$ cat config.mk
export PLATFORM = sky130hd
export DESIGN_NAME = uart_tx_arbiter
export DESIGN_NICKNAME = d
export VERILOG_FILES = /design/src/rtl/uart_arb_pkg.sv /design/src/rtl/rr_pick.sv /design/src/rtl/uart_tx_arbiter.sv
export SDC_FILE = /design/constraint.sdc
export NUM_CORES = 1
export LEC_CHECK = 0
export ABC_AREA = 1
export CELL_PAD_IN_SITES_DETAIL_PLACEMENT = 0
export CELL_PAD_IN_SITES_GLOBAL_PLACEMENT = 1
export CORE_MARGIN = 10
export CORE_UTILIZATION = 34
export DETAILED_ROUTE_END_ITERATION = 10
export PLACE_DENSITY_LB_ADDON = 0.1
export SLEW_MARGIN = 20
export SYNTH_ARGS = -nofsm -noshare
export SYNTH_HDL_FRONTEND = slang
export SYNTH_HIERARCHICAL = 1
export SYNTH_SLANG_ARGS = --single-unit
$ cat constraint.sdc
create_clock -name clk -period 2.61 [get_ports clk]
set_clock_uncertainty 0.15 [all_clocks]
set_input_delay 0.783 -clock clk [delete_from_list [all_inputs] [get_ports clk]]
set_output_delay 0.783 -clock clk [all_outputs]
set_load 0.02 [all_outputs]
$ cat src/rtl/uart_arb_pkg.sv
// Shared types and constants for the UART transmit-port arbiter.
package uart_arb_pkg;

  localparam int unsigned BYTE_W          = 8;
  localparam int unsigned DEFAULT_TIMEOUT = 1_000_000;

  typedef enum logic [1:0] {
    IDLE = 2'd0,
    SEND = 2'd1,
    HOLD = 2'd2
  } arb_state_t;

  // Byte captured from the granted lane, plus its end-of-packet mark
  typedef struct packed {
    logic [BYTE_W-1:0] data;
    logic              last;
  } tx_beat_t;

endpackage

$ cat src/rtl/rr_pick.sv
// Combinational round-robin picker: first set request at or above ptr, wrapping.
module rr_pick #(
  parameter int unsigned N  = 4,
  parameter int unsigned IW = $clog2(N)
) (
  input  logic [N-1:0]  req,
  input  logic [IW-1:0] ptr,
  output logic [N-1:0]  grant,
  output logic [IW-1:0] idx,
  output logic          any
);

  int pos;

  // Wrap with an explicit compare so non-power-of-two N never indexes past N-1
  always_comb begin
    grant = '0;
    idx   = '0;
    any   = 1'b0;
    pos   = 0;
    for (int k = 0; k < int'(N); k++) begin
      pos = int'(ptr) + k;
      if (pos >= int'(N)) pos = pos - int'(N);
      if (!any && req[IW'(pos)]) begin
        any               = 1'b1;
        idx               = IW'(pos);
        grant[IW'(pos)]   = 1'b1;
      end
    end
  end

endmodule

$ cat src/rtl/uart_tx_arbiter.sv
// Packet-granular round-robin sharing of one UART transmitter byte port
// among N requesters, with an idle timeout that breaks a stalled packet lock.
module uart_tx_arbiter
  import uart_arb_pkg::*;
#(
  parameter int unsigned N       = 4,
  parameter int unsigned TIMEOUT = DEFAULT_TIMEOUT
) (
  input  logic                   clk,
  input  logic                   cpu_resetn,
  input  logic [N-1:0]           req_valid_i,
  input  logic [BYTE_W*N-1:0]    req_data_i,
  input  logic [N-1:0]           req_last_i,
  output logic [N-1:0]           req_ready_o,
  output logic [BYTE_W-1:0]      tx_data_o,
  output logic                   tx_ready_o,
  input  logic                   tx_ack_i,
  output logic [$clog2(N)-1:0]   grant_o,
  output logic                   busy_o,
  output logic                   timeout_o
);

  localparam int unsigned IW = $clog2(N);
  localparam int unsigned TW = $clog2(TIMEOUT);

  arb_state_t        state, state_n;
  tx_beat_t          beat, beat_n;
  logic [IW-1:0]     rr_ptr, rr_ptr_n;
  logic [IW-1:0]     grant_n;
  logic [IW-1:0]     next_ptr;
  logic [TW-1:0]     timer, timer_n;
  logic              tx_ready_n, busy_n, timeout_n;

  logic [N-1:0]      pick_onehot;
  logic [IW-1:0]     pick_idx;
  logic              pick_any;
  logic [BYTE_W-1:0] lane [N];

  for (genvar g = 0; g < int'(N); g++) begin : g_lane
    assign lane[g] = req_data_i[BYTE_W*g +: BYTE_W];
  end

  rr_pick #(.N(N), .IW(IW)) u_pick (
    .req   (req_valid_i),
    .ptr   (rr_ptr),
    .grant (pick_onehot),
    .idx   (pick_idx),
    .any   (pick_any)
  );

  assign next_ptr  = (grant_o == IW'(N - 1)) ? '0 : grant_o + IW'(1);
  assign tx_data_o = beat.data;

  always_comb begin
    state_n     = state;
    beat_n      = beat;
    rr_ptr_n    = rr_ptr;
    grant_n     = grant_o;
    timer_n     = timer;
    tx_ready_n  = tx_ready_o;
    timeout_n   = 1'b0;
    req_ready_o = '0;
    case (state)
      IDLE: begin
        req_ready_o = pick_onehot;
        if (pick_any) begin
          beat_n.data = lane[pick_idx];
          beat_n.last = req_last_i[pick_idx];
          grant_n     = pick_idx;
          tx_ready_n  = 1'b1;
          state_n     = SEND;
        end
      end
      SEND: begin
        if (tx_ack_i) begin
          tx_ready_n = 1'b0;
          timer_n    = '0;
          if (beat.last) begin
            state_n  = IDLE;
            rr_ptr_n = next_ptr;
          end else begin
            state_n  = HOLD;
          end
        end
      end
      HOLD: begin
        // Only the owner may continue; an accept on the expiry cycle wins
        req_ready_o[grant_o] = req_valid_i[grant_o];
        if (req_valid_i[grant_o]) begin
          beat_n.data = lane[grant_o];
          beat_n.last = req_last_i[grant_o];
          tx_ready_n  = 1'b1;
          timer_n     = '0;
          state_n     = SEND;
        end else if (timer == TW'(TIMEOUT - 1)) begin
          timer_n   = '0;
          timeout_n = 1'b1;
          rr_ptr_n  = next_ptr;
          state_n   = IDLE;
        end else begin
          timer_n = timer + TW'(1);
        end
      end
      default: state_n = IDLE;
    endcase
    busy_n = (state_n != IDLE);
  end

  always_ff @(posedge clk or negedge cpu_resetn) begin
    if (!cpu_resetn) begin
      state      <= IDLE;
      beat       <= '0;
      rr_ptr     <= '0;
      grant_o    <= '0;
      timer      <= '0;
      tx_ready_o <= 1'b0;
      busy_o     <= 1'b0;
      timeout_o  <= 1'b0;
    end else begin
      state      <= state_n;
      beat       <= beat_n;
      rr_ptr     <= rr_ptr_n;
      grant_o    <= grant_n;
      timer      <= timer_n;
      tx_ready_o <= tx_ready_n;
      busy_o     <= busy_n;
      timeout_o  <= timeout_n;
    end
  end

endmodule

* Yosys cells after proc, flatten, opt, wreduce, memory -nomap -nowiden
Cells that the tools add are included.
Storage, ports and cells: register bits 38, output and inout bits 17, logic and storage cells 149
Operators by class: add/subtract/negate cells 9, bitwise operators 6, $lt $le $gt $ge 17, mux-type cells 77, reductions and logical operators 21, equal/unequal tests 10
Operators by type and width (number):
- 2-to-1 mux 20 bit | 3
- case mux 20 bit (2 select lines) | 1
- 2-to-1 mux 2 bit | 18
- binary-select mux 8 bit (select 2 bit) | 2
- 2-to-1 mux 8 bit | 4
- 2-to-1 mux 1 bit | 26
- adder 20 x 1 -> 20 bit (second input constant) | 1
- == test 20 bit (second input constant) | 1
- 2-to-1 mux 9 bit | 2
- case mux 9 bit (2 select lines) | 1
- less-than comparator 2 x 4 -> 1 bit (second input constant) | 4
- 2-to-1 mux 4 bit | 4
- >= comparator 3 bit (second input constant) | 5
- binary-select mux 1 bit (select 2 bit) | 7
- inequality test 2 bit (second input constant) | 6
- OR 4 bit | 3
- demux 1 bit (select 2 bit) | 5
- >= comparator 2 x 1 -> 1 bit (second input constant) | 5
- logical AND 1 bit | 8
- case mux 4 bit (2 select lines) | 1
- subtractor 2 x 1 -> 2 bit (second input constant) | 4
- adder 2 x 2 -> 3 bit (second input constant) | 2
- less-than comparator 2 x 3 -> 1 bit (second input constant) | 2
- NOT 2 -> 3 bit | 2
- 17 further kinds | 23

* Depth between registers and ports, before layout
word-level depth 21, depth in mapped cells 15, gate-level depth less buffers 13

* Cells and area by module
Netlist, hierarchy kept.
Modules (own cells, without submodules):
- uart_tx_arbiter | area each 2862.7 um^2, cells an instance 433, seq. area each 950.9 um^2, times used 1
- rr_pick | area each 518.0 um^2, cells an instance 94, seq. area each 0.0 um^2, times used 1

* Worst setup path before layout
Ideal clock, no wire load.
kind flip-flop to output port, start point register rr_ptr[0], end point output req_ready_o[1], arrival 1895 ps, buffers on the path 1, required time 1677 ps, cell stages (with the launch flop) 11, setup slack -218 ps, path through dfrtp_1 > inv_2 > ha_1 > inv_1 > nand3_1 > nand2_2 > nor2_4 > buf_6 > nand3_1 > nand3_1 > a22o_1
On the way: longest elaborated chain between the ends 16
Ends and longest elaborated chain:
- start: declaration | RTL line uart_tx_arbiter.sv:28 | logic [IW-1:0] rr_ptr, rr_ptr_n;
- start signal: assignment | RTL line uart_tx_arbiter.sv:122 | rr_ptr <= rr_ptr_n;
- branches (longest 14 deep; another with less-than comparator 2 x 4 -> 1 bit)
- 2-to-1 mux 4 bit (*) | RTL line rr_pick.sv:24 | if (!any && req[IW'(pos)]) begin
- net pick_onehot[1] | RTL line uart_tx_arbiter.sv:34 | logic [N-1:0] pick_onehot;
- case mux 4 bit (2 select lines) (*) | RTL line uart_tx_arbiter.sv:63 | case (state)
- end: declaration | RTL line uart_tx_arbiter.sv:14 | output logic [N-1:0] req_ready_o,
Mark *: on every way through the listed nets, which the timed path passes. The select of a mux whose other input is x is not followed.

* Final worst setup path
start point register rr_ptr[0], end point output req_ready_o[2]
The elaborated chain is that of the path after synthesis.

==> key figures <==
Floorplan
  – Core region area: 9729 sq um
  – I/O pin cnt: 60
  – Chip Width: 119.7 microns
  – Number of rows created at floorplan: 36
  – Die ar.: 14,330 sq um
  – Initial core utilization: 0.3475
  – Overall die height: 119.7 microns

Final layout
  – Area taken by flip-flops and latches: 954.7 sq um
  – Diode count: 0
  – Area of the multi-input gates: 2290 sq um
  – Layout overhead on the synthesized area: 41.30%
  – Cell area after layout: 4777 sq um
  – Final standard cell utilization of the core: 0.4910
  – Proportion of layout cells with a drive suffix above 1: 0.2364
  – Final cell count without fillers: 759
  – Net count reported at finish: 681
  – Filler cells: 1,008

Routing
  – Aggregate routed wire length: 11,130 microns
  – Average wire length per cell after detail routing: 14.67 microns
  – Iteration-0 DRC count of the detailed router: 182
  – DRC violation count after routing: 0
  – Antenna-violating nets left: 0
  – Vias post-DR: 3,741
  – Total iterations of the first detailed-routing run: 5
  – Drt via density: 4.929

Power and ir drop
  – Power share of the combinational group: 0.762
  – Leak pwr: 2.263 nW
  – Ratio of total power to cell area: 1204 nW/um^2
  – Portion of total power attributed to sequential cells: 0.153
  – Overall power: 0.005750 W
  – Switch Pwr: 0.002875 W
  – Fraction of power spent switching nets: 0.5000
  – Peak supply drop: 0.4677 mV
  – Clock network fraction of total power: 0.086
  – Internal Dissipation: 0.002875 W

Timing
  – Number of hold-slack violations in the final timing report: 0
  – Sum Neg Setup Slack: -1026 ps
  – Tmin final: 2886 ps
  – Max-slew headroom: 0.6681
  – Final Setup Violations: 4
  – Worst path setup slack after routing: -276.0 ps
  – Number of slew-limit violations in the final report: 0
  – Unrepaired setup endpoints after global routing: true
  – Max Clock Freq: 346.5 MHz
  – Slew of the pin with the lowest slew margin: 497.9 ps
  – Fin crit share: 1.106

Clock network
  – Clock insertion delay at the later pin of the skew report: 300 ps
  – Clock slew seen by the registers of the worst setup and hold paths: 80 ps
  – TritonCTS clock tree: yes
  – TritonCTS Sinks: 38
  – CTS Buf Count: 5
  – Root buffer cell: clkbuf_8
  – Clock Tree Buf Depth: 2
  – Number of H-tree levels: 2

Critical path
  – Worst reg2reg setup slack: 120 ps
  – Nature of the critical path startpoint: register
  – Depth of the worst register-to-register path: 17
  – Critical-path maximum fanout: 6
  – Worst R2R End: tx_data_o[2]$_DFFE_PN0P_
  – CP arrival: 1950 ps
  – Startpoint of the worst register-to-register path: rr_ptr[0]$_DFFE_PN0P_
  – Critical path type: reg2out
  – Required time at the worst-slack endpoint: 1680 ps
  – Element type at the critical path end: primary output

Synthesis
  – Average size of a mapped cell: 6.415 sq um
  – Post-synthesis cell type with the largest combined area: dfrtp_1
  – Portion of the post-synthesis area used by sequential elements: 0.2813
  – Synthesized instance count: 527
  – Dominant register cell in the synthesized netlist: dfrtp_1
  – Synth Cell Area: 3381 sq um
  – Area share of the leading cell type in the synthesized netlist: 0.2813
  – Top cells by area in the synthesized netlist: dfrtp_1 28%, nand2_1 18%, nand3_1 13%
  – Post-synthesis net count: 583
  – Unique masters post-synth: 34
  – #FFs+latches synth: 38
  – Number of enable flip-flop cells after synthesis: 0
  – Ys Warns: 6
  – Share of async-settable or async-resettable flops after synthesis: 1.000

Worst hold path
  – Cells on Worst Hold Path: 2
  – Worst hold path class: reg2reg
  – Worst hold endpoint: tx_ready_o$_DFFE_PN0P_
  – Startpoint of the lowest-slack hold path: tx_ready_o$_DFFE_PN0P_

Run status
  – Violated checks: setup timing
  – Run status: finished with violations

Placement
  – Placed wire-length estimate after detailed placement: 8468 microns
  – Count of input and output buffers: 59
  – Final estimated routing congestion in global placement: 0.9129
  – Post-Place Cell Area: 4432 sq um
  – Number of cells in the design after placement: 741

GRT
  – Antenna violations before repair: 0
  – First-pass GRT wire length: 19,030 microns
  – Total global routing overflow: 0
  – Number of global-route vias before repair: 3,906
  – Total track usage: 0.1590
  – Largest net degree at the start of global routing: 39

Job
  – Number of max-cap violations: 0
-- state kept, by name, summed over array words and instances, names as in the netlist --
register	cells
timer	20
grant_o	2
timeout_o	1
state	2
tx_ready_o	1
beat	1
rr_ptr	2
tx_data_o	8
busy_o	1
-- worst max path at each step --
stage	start	cells past startpoint	to	slack [ps]
after CTS	rr_ptr[0]$_DFFE_PN0P_	11	req_ready_o[2]	-270
final	rr_ptr[0]$_DFFE_PN0P_	9	req_ready_o[2]	-280
after global routing	rr_ptr[0]$_DFFE_PN0P_	9	req_ready_o[3]	-350
after detailed placement	req_valid_i[3]	11	req_ready_o[3]	-1090
after global placement	req_valid_i[3]	10	req_ready_o[1]	-1050
after floorplan	rr_ptr[0]$_DFFE_PN0P_	10	req_ready_o[1]	4
-- synthesized netlist by cell type, drive strengths merged (2+ instances only) --
master  count
a22o        4
clkbuf      5
ha         13
nand2     173
nand3      95
a31oi       9
clkinv      3
nor3        6
dfrtp      38
xor2        7
inv        49
nor2       67
o21bai      2
a21oi       8
o21ai      10
nand4      14
buf        19
-- power groups by stage --
stage,Combinational [W],Sequential [W],Clock [W]
6_report,0.00438,0.000877,0.000493
5_1_grt,0.00484,0.000897,0.000537
4_1_cts,0.00423,0.000878,0.000502
3_5_place_dp,0.00393,0.000885,0
3_3_place_gp,0.00391,0.000887,0
2_1_floorplan,0.00250,0.000917,0
-- placed cells by master (no fill, tap or decap), drive strengths merged --
| cell type | netlist | routed |
|---|---|---|
| a21boi | 1 | 1 |
| a21oi | 8 | 8 |
| a22o | 4 | 4 |
| a31oi | 9 | 9 |
| buf | 19 | 63 |
| bufbuf | 0 | 1 |
| clkbuf | 5 | 8 |
| clkdlybuf4s50 | 0 | 50 |
| clkinv | 3 | 5 |
| dfrtp | 38 | 38 |
| ha | 13 | 13 |
| inv | 49 | 47 |
| nand2 | 173 | 173 |
| nand3 | 95 | 95 |
| nand3b | 1 | 1 |
| nand4 | 14 | 14 |
| nor2 | 67 | 68 |
| nor3 | 6 | 6 |
| o2111ai | 1 | 1 |
| o21a | 1 | 1 |
| o21ai | 10 | 10 |
| o21bai | 2 | 2 |
| or2 | 1 | 1 |
| xor2 | 7 | 7 |
-- layer usage --
metal / wire length [microns] / part of all wire / GRT usage / vias up
met5: 0 / 0 / 0 / -
met4: 136 / 0.012 / 0.03318 / 0
met3: 514 / 0.046 / 0.03657 / 14
met2: 5132 / 0.46 / 0.2651 / 81
met1: 5350 / 0.48 / 0.2050 / 1744
li1: - / - / - / 1902
-- critical path, stage by stage (launching register included) --
cell and delay [ps]:
dfrtp_2 410, clkinv_4 90, buf_12 150, ha_1 220, nor2_1 150, nor2_1 60
nand3_1 110, nand3_2 90, a22o_4 250, buf_6 130
-- kinds of logic after synthesis --
family	after synthesis	share of synthesized area
AND/OR/NAND/NOR	357	0.4819
AO/OA/AOI/OAI	36	0.06514
XOR/XNOR	7	0.01814
adder cells (fa/ha/maj)	13	0.04811
flip-flops	38	0.2813
buffers and inverters	76	0.1055
-- timing repair --
action / CTS / global route
cloned: 2 / 0
buffers inserted: 7 / 1
hold buffers: 0 / 0
resized for setup: 59 / 20
pin swaps: 24 / 10
setup endpoints to repair: 13 / 14
-- metrics by stage --
stage | setup WS [ps] | hold slack, ps
after floorplan | 3.648 | 324.7
after global placement | -1049 | 347.1
after detailed placement | -1090 | 353.6
after CTS | -269.1 | 378.3
after global routing | -354.9 | 421.1
final | -276.0 | 372.9
-- layout make-up --
type / count / share of cell area
inverters: 52 / 0.04505
well taps: 133 / 0.03484
flip-flops and latches: 38 / 0.1998
multi-input cells: 414 / 0.4793
repair buffers: 114 / 0.2179
clock buffers: 8 / 0.02305
No activity file was read; power rests on OpenSTA's default activity.
